### src/rtl/wb_load_commit_if.sv
// Writeback/load-commit bus: retiring instruction, memory response and commit results.
// The misalign_err signal exists only when WB_MISALIGN_CHK_EN is defined.
interface wb_load_commit_if #(
    parameter int DATA_W  = 32,
    parameter int ORDER_W = 64
);
    localparam int OFF_W = $clog2(DATA_W / 8);

    logic               in_valid;
    logic               is_load;
    logic [2:0]         funct3;
    logic [OFF_W-1:0]   addr_lo;
    logic [DATA_W-1:0]  alu_result;
    logic [4:0]         rd_s_in;
    logic               regf_we_in;
    logic [DATA_W-1:0]  dmem_rdata;
    logic               dmem_resp;
    logic               freeze;
    logic [DATA_W-1:0]  rd_v;
    logic [4:0]         rd_s;
    logic               regf_we;
    logic               commit;
    logic [ORDER_W-1:0] order;
    logic               load_stall;
`ifdef WB_MISALIGN_CHK_EN
    logic               misalign_err;
`endif

    modport master (
        output in_valid, is_load, funct3, addr_lo, alu_result, rd_s_in, regf_we_in,
               dmem_rdata, dmem_resp, freeze,
        input  rd_v, rd_s, regf_we, commit, order, load_stall
`ifdef WB_MISALIGN_CHK_EN
        , input misalign_err
`endif
    );

    modport slave (
        input  in_valid, is_load, funct3, addr_lo, alu_result, rd_s_in, regf_we_in,
               dmem_rdata, dmem_resp, freeze,
        output rd_v, rd_s, regf_we, commit, order, load_stall
`ifdef WB_MISALIGN_CHK_EN
        , output misalign_err
`endif
    );
endinterface

### src/rtl/wb_load_commit.sv
// Writeback stage: waits for load data, aligns/extends it and retires one instruction per cycle.
// Optional misaligned-access check is enabled by defining WB_MISALIGN_CHK_EN.
module wb_load_commit #(
    parameter int DATA_W  = 32,
    parameter int ORDER_W = 64
) (
    input  logic            clk,
    input  logic            rst_n,
    wb_load_commit_if.slave bus
);
    localparam int OFF_W = $clog2(DATA_W / 8);

    typedef enum logic [1:0] {IDLE, WAIT, HOLD} state_t;

    state_t             state;
    state_t             state_nx;
    logic               commit_c;
    logic               capture_c;
    logic               stall_c;
    logic [DATA_W-1:0]  hold_q;
    logic [ORDER_W-1:0] order_q;
    logic               load_path;
    logic [DATA_W-1:0]  src;
    logic [OFF_W-1:0]   off_h;
    logic [OFF_W-1:0]   off_w;
    logic [7:0]         byte_v;
    logic [15:0]        half_v;
    logic [31:0]        word_v;
    logic [DATA_W-1:0]  load_v;
    logic               supported;
    logic               load_ok;

    always_ff @(posedge clk or negedge rst_n) begin
        if (!rst_n) state <= IDLE;
        else        state <= state_nx;
    end

    // A frozen response is parked in the hold register until the freeze lifts.
    always_comb begin
        state_nx  = state;
        commit_c  = 1'b0;
        capture_c = 1'b0;
        stall_c   = 1'b0;
        case (state)
            IDLE: begin
                if (bus.in_valid) begin
                    if (!bus.is_load) begin
                        commit_c = !bus.freeze;
                    end else if (!bus.dmem_resp) begin
                        stall_c  = 1'b1;
                        state_nx = WAIT;
                    end else if (bus.freeze) begin
                        capture_c = 1'b1;
                        state_nx  = HOLD;
                    end else begin
                        commit_c = 1'b1;
                    end
                end
            end
            WAIT: begin
                stall_c = 1'b1;
                if (bus.dmem_resp) begin
                    if (bus.freeze) begin
                        capture_c = 1'b1;
                        state_nx  = HOLD;
                    end else begin
                        commit_c = 1'b1;
                        state_nx = IDLE;
                    end
                end
            end
            HOLD: begin
                stall_c = 1'b1;
                if (!bus.freeze) begin
                    commit_c = 1'b1;
                    state_nx = IDLE;
                end
            end
            default: state_nx = IDLE;
        endcase
    end

    always_ff @(posedge clk or negedge rst_n) begin
        if (!rst_n)         hold_q <= '0;
        else if (capture_c) hold_q <= bus.dmem_rdata;
    end

    always_ff @(posedge clk or negedge rst_n) begin
        if (!rst_n)        order_q <= '0;
        else if (commit_c) order_q <= order_q + 1'b1;
    end

    assign load_path = bus.is_load | (state != IDLE);
    assign src       = (state == HOLD) ? hold_q : bus.dmem_rdata;
    assign off_h     = bus.addr_lo & ~OFF_W'(1);
    assign off_w     = bus.addr_lo & ~OFF_W'(3);
    assign byte_v    = 8'(src >> {bus.addr_lo, 3'b000});
    assign half_v    = 16'(src >> {off_h, 3'b000});
    assign word_v    = 32'(src >> {off_w, 3'b000});

    always_comb begin
        load_v    = '0;
        supported = 1'b1;
        case (bus.funct3)
            3'b000:  load_v = DATA_W'($signed(byte_v));
            3'b100:  load_v = DATA_W'(byte_v);
            3'b001:  load_v = DATA_W'($signed(half_v));
            3'b101:  load_v = DATA_W'(half_v);
            3'b010:  load_v = DATA_W'($signed(word_v));
            3'b110: begin
                if (DATA_W == 64) load_v = DATA_W'(word_v);
                else              supported = 1'b0;
            end
            3'b011: begin
                if (DATA_W == 64) load_v = src;
                else              supported = 1'b0;
            end
            default: supported = 1'b0;
        endcase
    end

`ifdef WB_MISALIGN_CHK_EN
    logic misaligned;

    always_comb begin
        misaligned = 1'b0;
        case (bus.funct3)
            3'b001, 3'b101: misaligned = bus.addr_lo[0];
            3'b010:         misaligned = |bus.addr_lo[1:0];
            3'b110:         misaligned = (DATA_W == 64) && (|bus.addr_lo[1:0]);
            3'b011:         misaligned = (DATA_W == 64) && (|bus.addr_lo);
            default:        misaligned = 1'b0;
        endcase
    end

    assign load_ok          = supported & ~misaligned;
    assign bus.misalign_err = bus.commit & load_path & misaligned;
`else
    assign load_ok = supported;
`endif

    // Unsupported or rejected loads still retire but never write the register file.
    assign bus.commit     = commit_c & rst_n;
    assign bus.load_stall = stall_c & rst_n;
    assign bus.order      = order_q;
    assign bus.rd_s       = bus.rd_s_in;
    assign bus.regf_we    = bus.regf_we_in & bus.commit & (~load_path | load_ok);
    assign bus.rd_v       = !bus.commit ? '0 :
                            !load_path  ? bus.alu_result :
                            supported   ? load_v : '0;
endmodule

### src/flat_wrapper.sv
// flat-port wrapper written by rule: the top's interface ports become plain ports
module wb_load_commit_flat 
#(
    parameter int DATA_W  = 32,
    parameter int ORDER_W = 64
)
  (clk, rst_n, bus_in_valid, bus_is_load, bus_funct3, bus_addr_lo, bus_alu_result, bus_rd_s_in, bus_regf_we_in, bus_dmem_rdata, bus_dmem_resp, bus_freeze, bus_rd_v, bus_rd_s, bus_regf_we, bus_commit, bus_order, bus_load_stall);
  wb_load_commit_if #(.DATA_W(DATA_W), .ORDER_W(ORDER_W)) bus_i ();
  input  logic clk;
  input  logic rst_n;
  input wire logic [$bits(bus_i.in_valid)-1:0] bus_in_valid;
  input wire logic [$bits(bus_i.is_load)-1:0] bus_is_load;
  input wire logic [$bits(bus_i.funct3)-1:0] bus_funct3;
  input wire logic [$bits(bus_i.addr_lo)-1:0] bus_addr_lo;
  input wire logic [$bits(bus_i.alu_result)-1:0] bus_alu_result;
  input wire logic [$bits(bus_i.rd_s_in)-1:0] bus_rd_s_in;
  input wire logic [$bits(bus_i.regf_we_in)-1:0] bus_regf_we_in;
  input wire logic [$bits(bus_i.dmem_rdata)-1:0] bus_dmem_rdata;
  input wire logic [$bits(bus_i.dmem_resp)-1:0] bus_dmem_resp;
  input wire logic [$bits(bus_i.freeze)-1:0] bus_freeze;
  output wire logic [$bits(bus_i.rd_v)-1:0] bus_rd_v;
  output wire logic [$bits(bus_i.rd_s)-1:0] bus_rd_s;
  output wire logic [$bits(bus_i.regf_we)-1:0] bus_regf_we;
  output wire logic [$bits(bus_i.commit)-1:0] bus_commit;
  output wire logic [$bits(bus_i.order)-1:0] bus_order;
  output wire logic [$bits(bus_i.load_stall)-1:0] bus_load_stall;
  assign bus_i.in_valid = bus_in_valid;
  assign bus_i.is_load = bus_is_load;
  assign bus_i.funct3 = bus_funct3;
  assign bus_i.addr_lo = bus_addr_lo;
  assign bus_i.alu_result = bus_alu_result;
  assign bus_i.rd_s_in = bus_rd_s_in;
  assign bus_i.regf_we_in = bus_regf_we_in;
  assign bus_i.dmem_rdata = bus_dmem_rdata;
  assign bus_i.dmem_resp = bus_dmem_resp;
  assign bus_i.freeze = bus_freeze;
  assign bus_rd_v = bus_i.rd_v;
  assign bus_rd_s = bus_i.rd_s;
  assign bus_regf_we = bus_i.regf_we;
  assign bus_commit = bus_i.commit;
  assign bus_order = bus_i.order;
  assign bus_load_stall = bus_i.load_stall;
  wb_load_commit #(.DATA_W(DATA_W), .ORDER_W(ORDER_W)) u_core (.clk(clk), .rst_n(rst_n), .bus(bus_i));
endmodule
### config.mk
export PLATFORM = sky130hd
export DESIGN_NAME = wb_load_commit_flat
export DESIGN_NICKNAME = d
export VERILOG_FILES = /design/src/rtl/wb_load_commit_if.sv /design/src/rtl/wb_load_commit.sv /design/src/flat_wrapper.sv
export SDC_FILE = /design/constraint.sdc
export NUM_CORES = 1
export LEC_CHECK = 0
export BUFFER_PORTS_ARGS = -buffer_cell sky130_fd_sc_hd__buf_2
export CAP_MARGIN = 0
export CORE_MARGIN = 3
export CORE_UTILIZATION = 34
export CTS_BUF_LIST = sky130_fd_sc_hd__clkbuf_4 sky130_fd_sc_hd__clkbuf_8
export CTS_CLUSTER_DIAMETER = 50
export DETAILED_ROUTE_END_ITERATION = 8
export PLACE_DENSITY = 0.62
export SETUP_SLACK_MARGIN = 0.2
export SLEW_MARGIN = 20
export SYNTH_ARGS = -nofsm -noshare
export SYNTH_HDL_FRONTEND = slang
export SYNTH_SLANG_ARGS = --single-unit
### constraint.sdc
create_clock -name clk -period 3.85 [get_ports clk]
set_input_delay 0.385 -clock clk [delete_from_list [all_inputs] [get_ports clk]]
set_output_delay 0.385 -clock clk [all_outputs]
set_load 0.1 [all_outputs]
==> flow_metrics.py, run 1 <==
metrics = {
    "status": {
        "status": "finished clean",
    },
    "finish": {
        "final_cell_mix": "157 x buf_2, 98 x dfrtp_1, 57 x mux2_2",
        "drive_gt1_frac": 0.4684,
        "area_delta_synth_final_pct": 30.21,
        "layout_commonest_cell": "buf_2",
        "antenna_cells": 0,
        "final_nets": 795,
        "fin_area_mm2": 0.007652,
    },
    "place": {
        "place.gp.congestion": 0.8456,
        "numPortBuffers": 174,
        "post-place-ws_ps": 396.0,
        "placed_cell_area_mm2": 0.007433,
        "hpwlAfterDp_um": 13010,
    },
    "clock_network": {
        "cts.sinks": 98,
        "clockBufferDepth": 2,
        "clk_latency_ps": 370,
        "cts_made_buffers": 9,
        "hold_buffers": 0,
        "cts_tree": "yes",
        "clk_pin_slew_worst_paths_ps": 100,
        "clock-root-buffer": "clkbuf_8",
        "htree_levels": 3,
    },
    "timing": {
        "setup_viol": 0,
        "worstMarginPinSlew_ps": 932.4,
        "skew_ps": 7.801,
        "max-slew-margin-rel": 0.3783,
        "setup_ws_ps": 344.7,
        "post-route-min-period_ps": 3505,
        "timing.final.crit_share": 0.9105,
        "slew_violations": 0,
        "clock.fmax_mhz": 285.3,
        "rsz0062_at_grt": "true",
        "hold_violations": 0,
    },
    "die": {
        "dieArea_mm2": 0.01890,
        "num_rows": 47,
        "core-area_mm2": 0.01676,
        "die_x_um": 137.5,
        "die_y_um": 137.5,
        "start_util": 0.3507,
        "io_pins": 185,
    },
    "power_and_ir_drop": {
        "p_seq_frac": 0.358,
        "combPwrFrac": 0.484,
        "powerDensity_mw_per_mm2": 505.9,
        "clkPwrFrac": 0.158,
        "internal_power_mw": 2.217,
        "peakVddDrop_mv": 0.1861,
        "power_leakage_nw": 3.610,
        "switching_share": 0.4273,
        "power_mw": 3.871,
        "switchingPower_mw": 1.654,
    },
    "run": {
        "max-cap-violations": 0,
    },
    "detailed_routing": {
        "first_pass_iters": 4,
        "antenna_left": 0,
        "viasPerCell": 5.310,
        "drtIter0Drc": 188,
        "finalWirelength_um": 16810,
        "drc": 0,
        "post_drt_wl_per_cell_um": 18.02,
        "vias": 4954,
    },
    "grt": {
        "grt_pass1_vias": 4863,
        "grt-ovfl-total": 0,
        "grt_usage": 0.1752,
        "grt_first_pass_wirelength_um": 25760,
        "antenna_found_initial": 2,
        "grt_max_degree": 67,
    },
    "synth": {
        "synth.yosys.seq_area_share": 0.4173,
        "synth_edf_count": 0,
        "ys_seq_elements": 98,
        "yosysUniqueCellTypes": 55,
        "synth_warnings": 0,
        "syn_area_mm2": 0.005877,
        "synth-main-ff-cell": "dfrtp_1",
        "syn_nets": 623,
        "async_reset_ff_frac": 1.000,
        "avgSynthCellArea_um2": 10.94,
        "syn_inst": 537,
    },
    "critical_path": {
        "critPathKind": "reg2out",
        "cp_data_required_time_ps": 3460,
        "cp.arrival_ps": 3120,
        "crit_family": "buffers and inverters",
        "worstSetupStartpointType": "flop",
        "crit_buf_inv": 4,
        "slowest_delay_ps": 550,
        "worstSetupEndpointType": "output port",
        "path_max_fanout": 42,
        "critPathSlowestCell": "mux4_2",
        "cp_cell_sequence": "inv_1 -> ha_2 -> buf_12 -> mux4_2 -> a2111oi_0 -> buf_4 -> nor3_4 -> buf_2",
    },
    "hold_path": {
        "min_path_type": "in2async",
    },
}
## worst reg2reg max path: stages (launching register included)
cell and delay (ps):
dfrtp_1 420, inv_1 110, ha_1 330, a221oi_4 150
nor4_1 450, nand3_1 510, nor4_1 480, xor2_1 170
## path summary, 6_finish.rpt
kind	depth (start not counted)	endpoint	start	slack [ps]
setup / recovery	8	bus_rd_v[9]	u_core.state[0]$_DFFE_PN0P_	340
hold reg to reg	1	u_core.bus.order[63]$_DFFE_PN0N_	u_core.bus.order[63]$_DFFE_PN0N_	470
setup reg to reg	7	u_core.bus.order[58]$_DFFE_PN0N_	u_core.state[1]$_DFFE_PN0P_	1170
hold / removal	2	u_core.hold_q[1]$_DFFE_PN0P_	rst_n	40
max in group asynchronous	3	u_core.state[0]$_DFFE_PN0P_	rst_n	2620
min in group clk	2	u_core.hold_q[5]$_DFFE_PN0P_	bus_dmem_rdata[5]	260
## stage by stage
step / hold WS [ps] / utilization / TNS [ps] / cells
2_1_floorplan: 89.41 / - / -326.3 / 537
3_3_place_gp: 452.0 / 0.4435 / 0 / 914
3_5_place_dp: 452.2 / 0.4435 / 0 / 914
4_1_cts: 42.85 / 0.4559 / 0 / 933
5_1_grt: 62.16 / 0.4566 / 0 / 933
6_report: 43.12 / 0.4566 / 0 / 933
## registers in the layout (all words and copies together), names as in the netlist
register          cells
u_core.bus.order     64
u_core.state          2
u_core.hold_q        32
## layer usage
metal	vias up	routed length, um	global-route usage	share of wire
met5	-	27	0	0.0016
met3	28	1294	0.03871	0.077
met1	2418	7180	0.2234	0.43
met2	184	7948	0.2939	0.47
li1	2320	-	-	-
met4	4	360	0.05931	0.021
## synth_stat cells, types with 6 or more instances
cell | count | area, um^2
nand3_1 | 17 | 85.08
and3_1 | 7 | 43.79
nor3_1 | 26 | 130.1
mux2_2 | 57 | 641.9
dfrtp_1 | 98 | 2452
and4_1 | 6 | 52.55
xnor2_1 | 28 | 245.2
a22o_1 | 7 | 61.31
clkbuf_1 | 6 | 22.52
buf_2 | 11 | 55.05
a2111oi_0 | 6 | 52.55
xor2_1 | 35 | 306.5
a221o_1 | 17 | 170.2
o21ai_0 | 11 | 55.05
nand2_1 | 36 | 135.1
buf_4 | 8 | 60.06
inv_1 | 13 | 48.80
nand4_1 | 20 | 125.1
mux4_2 | 10 | 225.2
nor2_1 | 38 | 142.6
a21oi_1 | 8 | 40.04
mux2i_1 | 13 | 130.1
## power groups by stage
stage               clock (mW)  combinational [mW]  sequential [mW]
detailed placement           0                1.87             1.40
CTS                      0.635                1.88             1.38
global placement             0                1.84             1.39
finish                   0.612                1.88             1.38
floorplan                    0                1.27             1.56
global route             0.679                1.99             1.41
## repair_timing
action / CTS / global route
gates resized for setup: 2 / 6
cloned: 0 / 0
setup endpoints to repair: 23 / 23
setup buffers: 4 / 0
pin swaps: 2 / 0
## final cells by class
| class | instances | area, um^2 |
|---|---|---|
| inverters | 13 | 48.80 |
| well taps | 220 | 275.3 |
| fillers | 1586 | 9107 |
| clock buffers | 10 | 131.4 |
| clock inverters | 5 | 38.79 |
| multi-input cells | 396 | 3452 |
| flip-flops and latches | 98 | 2452 |
| repair buffers | 191 | 1254 |
## kinds of logic after synthesis
kind of cell             synth area share
buffers and inverters             0.03641
multiplexers                       0.1697
flip-flops                         0.4173
AO/OA/AOI/OAI                     0.07877
XOR/XNOR                          0.09389
AND/OR/NAND/NOR                    0.1933
adder cells (fa/ha/maj)           0.01065
(Power assumes the default switching activity.)
==> run 2, diff against run 1 <==
--- a/config.mk
+++ b/config.mk
@@ -12,6 +12,7 @@
 export CTS_BUF_LIST = sky130_fd_sc_hd__clkbuf_4 sky130_fd_sc_hd__clkbuf_8
 export CTS_CLUSTER_DIAMETER = 50
 export DETAILED_ROUTE_END_ITERATION = 8
+export GPL_ROUTABILITY_DRIVEN = 0
 export PLACE_DENSITY = 0.62
 export SETUP_SLACK_MARGIN = 0.2
 export SLEW_MARGIN = 20
==> constraint.sdc (replaced) <==
create_clock -name clk -period 4.4 [get_ports clk]
set_input_delay 0.44 -clock clk [delete_from_list [all_inputs] [get_ports clk]]
set_output_delay 0.44 -clock clk [all_outputs]
set_load 0.1 [all_outputs]
==> run 2 against run 1 <==
Combinational power down 20%. Register-to-register slack better by 490 ps. Sequential share of layout area up 2.1 points. Hold slack better by 110 ps. Non-clock buffer count down 12. Clock skew up 6.8 ps. Highest routed layer is now met4.
==> flow_metrics.py, run 2 (same netlist as run 1, synthesis figures left out) <==
metrics = {
    "critical_path": {
        "critPathKind": "reg2out",
        "r2r_slack_ps": 1660,
        "worstSetupStartpointType": "flop",
        "cp.arrival_ps": 3510,
        "cp_cell_sequence": "inv_1 -> ha_2 -> buf_4 -> mux4_2 -> a2111oi_0 -> nor3_2 -> buf_2",
        "r2r_end": "u_core.bus.order[58]$_DFFE_PN0N_",
        "r2r_cells": 7,
        "crit_family": "buffers and inverters",
        "slowest_delay_ps": 800,
        "path_max_fanout": 41,
        "critPathSlowestCell": "a2111oi_0",
        "worstSetupEndpointType": "output port",
        "cp_data_required_time_ps": 3960,
        "setup.worst_path.start": "u_core.state[0]$_DFFE_PN0P_",
        "cp-endpoint": "bus_rd_v[12]",
        "crit_buf_inv": 3,
        "cp_num_cells": 7,
        "timing.rr.start": "u_core.state[1]$_DFFE_PN0P_",
    },
    "detailed_routing": {
        "post_drt_wl_per_cell_um": 18.24,
        "highest-signal-layer": "met4",
        "finalWirelength_um": 16820,
        "drtIter0Drc": 216,
        "antenna_left": 0,
        "wl_met1_um": 7114,
        "vias": 4915,
        "viasPerCell": 5.331,
        "wl_met2_um": 7941,
        "first_pass_iters": 4,
        "drc": 0,
        "met3_length_um": 1321,
    },
    "place": {
        "post-place-ws_ps": 680.0,
        "numPortBuffers": 174,
        "hpwlAfterDp_um": 13090,
        "placed_cell_area_mm2": 0.006959,
    },
    "power_and_ir_drop": {
        "clkPwrFrac": 0.187,
        "internal_power_mw": 1.923,
        "peakVddDrop_mv": 0.2156,
        "p_seq_frac": 0.362,
        "switchingPower_mw": 1.419,
        "switching_share": 0.4246,
        "combPwrFrac": 0.451,
        "powerDensity_mw_per_mm2": 465.0,
        "power_leakage_nw": 3.484,
    },
    "timing": {
        "rsz0062_at_grt": "false",
        "post-route-min-period_ps": 3951,
        "max-slew-margin-rel": 0.3836,
        "clock.fmax_mhz": 253.1,
        "setup_viol": 0,
        "setup_ws_ps": 449.2,
        "hold_violations": 0,
        "worstMarginPinSlew_ps": 924.5,
        "slew_violations": 0,
        "skew_ps": 14.63,
        "timing.final.crit_share": 0.8979,
    },
    "grt": {
        "grt_usage": 0.1764,
        "grt-ovfl-total": 0,
        "grt_max_degree": 53,
        "grt_pass1_vias": 4785,
        "grt_first_pass_wirelength_um": 25650,
        "antenna_found_initial": 0,
    },
    "clock_network": {
        "cts_tree": "yes",
        "cts.sinks": 98,
        "clk_latency_ps": 380,
        "htree_levels": 3,
        "clockBufferDepth": 2,
        "hold_buffers": 0,
        "clk_pin_slew_worst_paths_ps": 100,
        "cts_made_buffers": 9,
        "clock-root-buffer": "clkbuf_8",
    },
    "finish": {
        "layout_commonest_cell": "buf_2",
        "antenna_cells": 0,
        "fin_util": 0.4289,
        "fin_area_mm2": 0.007188,
        "drive_gt1_frac": 0.4302,
        "final_cell_mix": "173 x buf_2, 98 x dfrtp_1, 57 x mux2_2",
        "final_nets": 783,
        "area_delta_synth_final_pct": 22.31,
        "largest_reg_flops": 64,
    },
    "status": {
        "status": "finished clean",
    },
    "die": {
        "die_x_um": 137.5,
        "core-area_mm2": 0.01676,
        "die_y_um": 137.5,
        "start_util": 0.3507,
        "dieArea_mm2": 0.01890,
        "num_rows": 47,
        "io_pins": 185,
    },
    "run": {
        "max-cap-violations": 0,
    },
    "hold_path": {
        "min_path_type": "in2async",
    },
}
[run 2: cell types whose count changed in the layout (fill, tap and decap cells not counted), moves of 4 or more]
cell       delta
a221o_4       -8
buf_4        -12
a2111oi_0     +4
a221o_1      +16
a2111oi_1     -4
nor3_4        -7
a221o_2       -8
buf_2        +16
nor3_2        +7
buf_12       -16
[run 2: power groups by stage]
stage                     logic (mW)  registers, mW  clock network [mW]
after floorplan                 1.07           1.36                   0
after global placement          1.48           1.22                   0
after detailed placement        1.52           1.23                   0
after CTS                       1.52           1.21               0.656
after global routing            1.60           1.23               0.696
final                           1.51           1.21               0.624
[run 2: final cells by class]
type	count	area [um^2]
Clock buffer	10	137.6
Timing Repair Buffer	179	923.4
Tap cell	220	275.3
Fill cell	1603	9572
Sequential cell	98	2452
Inverter	13	48.80
Multi-Input combinational cell	396	3279
Clock inverter	6	71.32
[run 2: worst register-to-register path: cells and delay by family, from the launching register on]
family | cells | cell delay [ps]
buffers and inverters | 1 | 110
AND/OR/NAND/NOR | 3 | 1470
XOR/XNOR | 1 | 180
AO/OA/AOI/OAI | 1 | 160
flip-flops | 1 | 410
adder cells (fa/ha/maj) | 1 | 340
[run 2: stage by stage]
stage               hold slack, ps  TNS (ps)  power [mW]  cells
finish                       150.8         0       3.342    922
global route                 169.8         0       3.529    922
CTS                          156.6         0       3.388    921
detailed placement           470.6         0       2.748    905
global placement             453.1         0       2.698    905
floorplan                    144.4    -362.6       2.434    537
[run 2: timing repair]
action,4_1_cts,5_1_grt
resized for setup,0,0
setup buffers,0,1
setup endpoints to repair,0,16
[run 2: metal layers]
metal	track usage	up-vias
li1	-	2286
met1	0.2219	2394
met2	0.2920	208
met3	0.04711	27
met4	0.06264	0
met5	0	-
[run 2: how the worst min path moves through the flow]
stage                                           from                          endpoint  slack, ps
detailed placement  u_core.bus.order[63]$_DFFE_PN0N_  u_core.bus.order[63]$_DFFE_PN0N_        470
CTS                                            rst_n      u_core.hold_q[2]$_DFFE_PN0P_        160
finish                                         rst_n      u_core.hold_q[2]$_DFFE_PN0P_        150
global route                                   rst_n      u_core.hold_q[0]$_DFFE_PN0P_        170
floorplan                                      rst_n   u_core.bus.order[0]$_DFFE_PN0N_        140
global placement    u_core.bus.order[63]$_DFFE_PN0N_  u_core.bus.order[63]$_DFFE_PN0N_        450
==> run 3, diff against run 2 <==
--- a/config.mk
+++ b/config.mk
@@ -14,6 +14,8 @@
 export DETAILED_ROUTE_END_ITERATION = 8
 export GPL_ROUTABILITY_DRIVEN = 0
 export PLACE_DENSITY = 0.62
+export RECOVER_POWER = 25
+export REMOVE_ABC_BUFFERS = 1
 export SETUP_SLACK_MARGIN = 0.2
 export SLEW_MARGIN = 20
 export SYNTH_ARGS = -nofsm -noshare
==> run 3 against run 2 <==
The flow now finishes with violations (max-capacitance violations, max-slew violations). Die area unchanged. Clock skew decreased by 4.3 ps. Final area about the same. Combinational power decreased by 3%. First-iteration DRC count decreased by 30%. Power down 1.1%. Core utilization barely moved. Hold slack improved by 160 ps. Register-to-register slack gained 30 ps. Sequential power is essentially flat. Cell count rose by 0.33%. Clock power increased by 1%. Highest routed layer is now met5.
==> flow_metrics.py, run 3 (same netlist as run 1, synthesis figures left out) <==
metrics = {
    "clock_network": {
        "htree_levels": 3,
        "cts_tree": "yes",
        "hold_buffers": 0,
        "cts.sinks": 98,
        "clock-root-buffer": "clkbuf_8",
        "clk_pin_slew_worst_paths_ps": 100,
        "clockBufferDepth": 2,
        "cts_made_buffers": 9,
        "clk_latency_ps": 370,
    },
    "detailed_routing": {
        "first_pass_iters": 4,
        "wl_met2_um": 7303,
        "met3_length_um": 1346,
        "vias": 4806,
        "highest-signal-layer": "met5",
        "finalWirelength_um": 16120,
        "drc": 0,
        "wl_met1_um": 7292,
        "drtIter0Drc": 152,
        "antenna_left": 0,
        "post_drt_wl_per_cell_um": 17.43,
        "viasPerCell": 5.196,
    },
    "grt": {
        "grt_max_degree": 62,
        "grt_usage": 0.1676,
        "grt_first_pass_wirelength_um": 24690,
        "antenna_found_initial": 1,
        "grt_pass1_vias": 4615,
        "grt-ovfl-total": 0,
    },
    "timing": {
        "worstMarginPinSlew_ps": 2171,
        "hold_violations": 0,
        "hold_ws_ps": 311.5,
        "fin_setup_tns_ps": 0,
        "post-route-min-period_ps": 3898,
        "max-slew-margin-rel": -0.4473,
        "clock.fmax_mhz": 256.6,
        "timing.final.crit_share": 0.8858,
        "rsz0062_at_grt": "false",
        "skew_ps": 10.28,
        "setup_viol": 0,
        "slew_violations": 101,
    },
    "finish": {
        "final_nets": 786,
        "antenna_cells": 0,
        "drive_gt1_frac": 0.4085,
        "final_cell_mix": "170 x buf_2, 98 x dfrtp_1, 57 x mux2_2",
        "area_delta_synth_final_pct": 22.25,
        "final_cells": 925,
        "nFillCells": 1651,
        "layout_commonest_cell": "buf_2",
        "fin_area_mm2": 0.007184,
        "largest_reg_flops": 64,
        "fin_util": 0.4287,
        "seqCellArea_mm2": 0.002452,
        "multiInputGateArea_mm2": 0.003216,
    },
    "die": {
        "die_x_um": 137.5,
        "num_rows": 47,
        "core-area_mm2": 0.01676,
        "io_pins": 185,
        "dieArea_mm2": 0.01890,
        "die_y_um": 137.5,
        "start_util": 0.3507,
    },
    "critical_path": {
        "cp_data_required_time_ps": 3960,
        "slowest_delay_ps": 670,
        "cp_cell_sequence": "inv_1 -> ha_2 -> buf_4 -> mux4_2 -> a2111oi_0 -> nor3_1 -> buf_2",
        "r2r_slack_ps": 1690,
        "critPathSlowestCell": "a2111oi_0",
        "path_max_fanout": 41,
        "worstSetupStartpointType": "flop",
        "worstSetupEndpointType": "output port",
        "r2r_end": "u_core.bus.order[57]$_DFFE_PN0N_",
        "cp.arrival_ps": 3460,
        "critPathKind": "reg2out",
        "r2r_cells": 7,
        "setup.worst_path.start": "u_core.state[0]$_DFFE_PN0P_",
        "cp-endpoint": "bus_rd_v[12]",
        "timing.rr.start": "u_core.state[0]$_DFFE_PN0P_",
    },
    "status": {
        "status": "complete, but fails checks",
        "violations": "max-capacitance violations, max-slew violations",
    },
    "place": {
        "dp_cells": 907,
        "hpwlAfterDp_um": 12130,
        "numPortBuffers": 174,
        "placed_cell_area_mm2": 0.006955,
    },
    "hold_path": {
        "min_path_type": "in2reg",
        "hp-start": "bus_dmem_rdata[16]",
    },
    "power_and_ir_drop": {
        "peakVddDrop_mv": 0.2053,
        "power_leakage_nw": 3.486,
        "powerDensity_mw_per_mm2": 460.3,
    },
    "run": {
        "max-cap-violations": 2,
    },
}
run 3: cell count changes in the layout (fill, tap and decap cells not counted):
| cell | previous run | this run |
|---|---|---|
| buf_12 | 1 | 4 |
| buf_2 | 173 | 170 |
| clkbuf_1 | 0 | 2 |
| clkbuf_2 | 0 | 1 |
| clkbuf_8 | 10 | 11 |
| inv_8 | 1 | 0 |
| nor2_1 | 36 | 37 |
| nor2_2 | 2 | 1 |
| nor3_1 | 19 | 26 |
| nor3_2 | 11 | 4 |
| o21ai_0 | 4 | 11 |
| o21ai_2 | 7 | 0 |
run 3: what timing repair did:
action | in CTS | in global routing
endpoints found under the setup margin | 0 | 13
buffers inserted | 0 | 2
gates resized for setup | 0 | 0
run 3: per-stage QoR:
stage	total power, mW	setup WS [ps]
final	3.307	502.3
after global routing	3.500	319.6
after CTS	3.343	271.3
after detailed placement	2.696	721.2
after global placement	2.681	806.3
after floorplan	2.375	-1974
run 3: how the worst min path moves through the flow:
stage	slack [ps]	depth (start not counted)	to
2_1_floorplan	140	0	u_core.bus.order[0]$_DFFE_PN0N_
3_3_place_gp	460	1	u_core.bus.order[63]$_DFFE_PN0N_
3_5_place_dp	470	1	u_core.bus.order[63]$_DFFE_PN0N_
4_1_cts	150	2	u_core.state[0]$_DFFE_PN0P_
5_1_grt	290	2	u_core.hold_q[21]$_DFFE_PN0P_
6_report	310	2	u_core.hold_q[16]$_DFFE_PN0P_
run 3: worst max-delay path: cells and delay by family (launching register included):
family                     cells  cell delay (ps)
buffers and inverters          3              960
AOI/OAI and AO/OA              1              670
muxes                          1              610
DFF                            1              430
adders and majority gates      1              240
and+or+nand+nor                1              150
run 3: per-layer routing:
metal  global-route usage  up-vias
li1                     -     2294
met1               0.2280     2314
met2               0.2687      181
met3              0.04237       15
met4              0.03991        2
met5                    0        -
run 3: layout make-up:
cell class / instances / area share
timing repair buffer: 182 / 0.1365
sequential: 98 / 0.3413
clock buffer: 11 / 0.02107
clock inverter: 5 / 0.008359
tap: 220 / 0.03831
multi-input combinational: 396 / 0.4476
inverter: 13 / 0.006792
run 3: power by group:
group	internal, mW	switching, mW
registers	1.08	0.132
logic	0.559	0.903
clock network	0.297	0.335
total	1.94	1.37
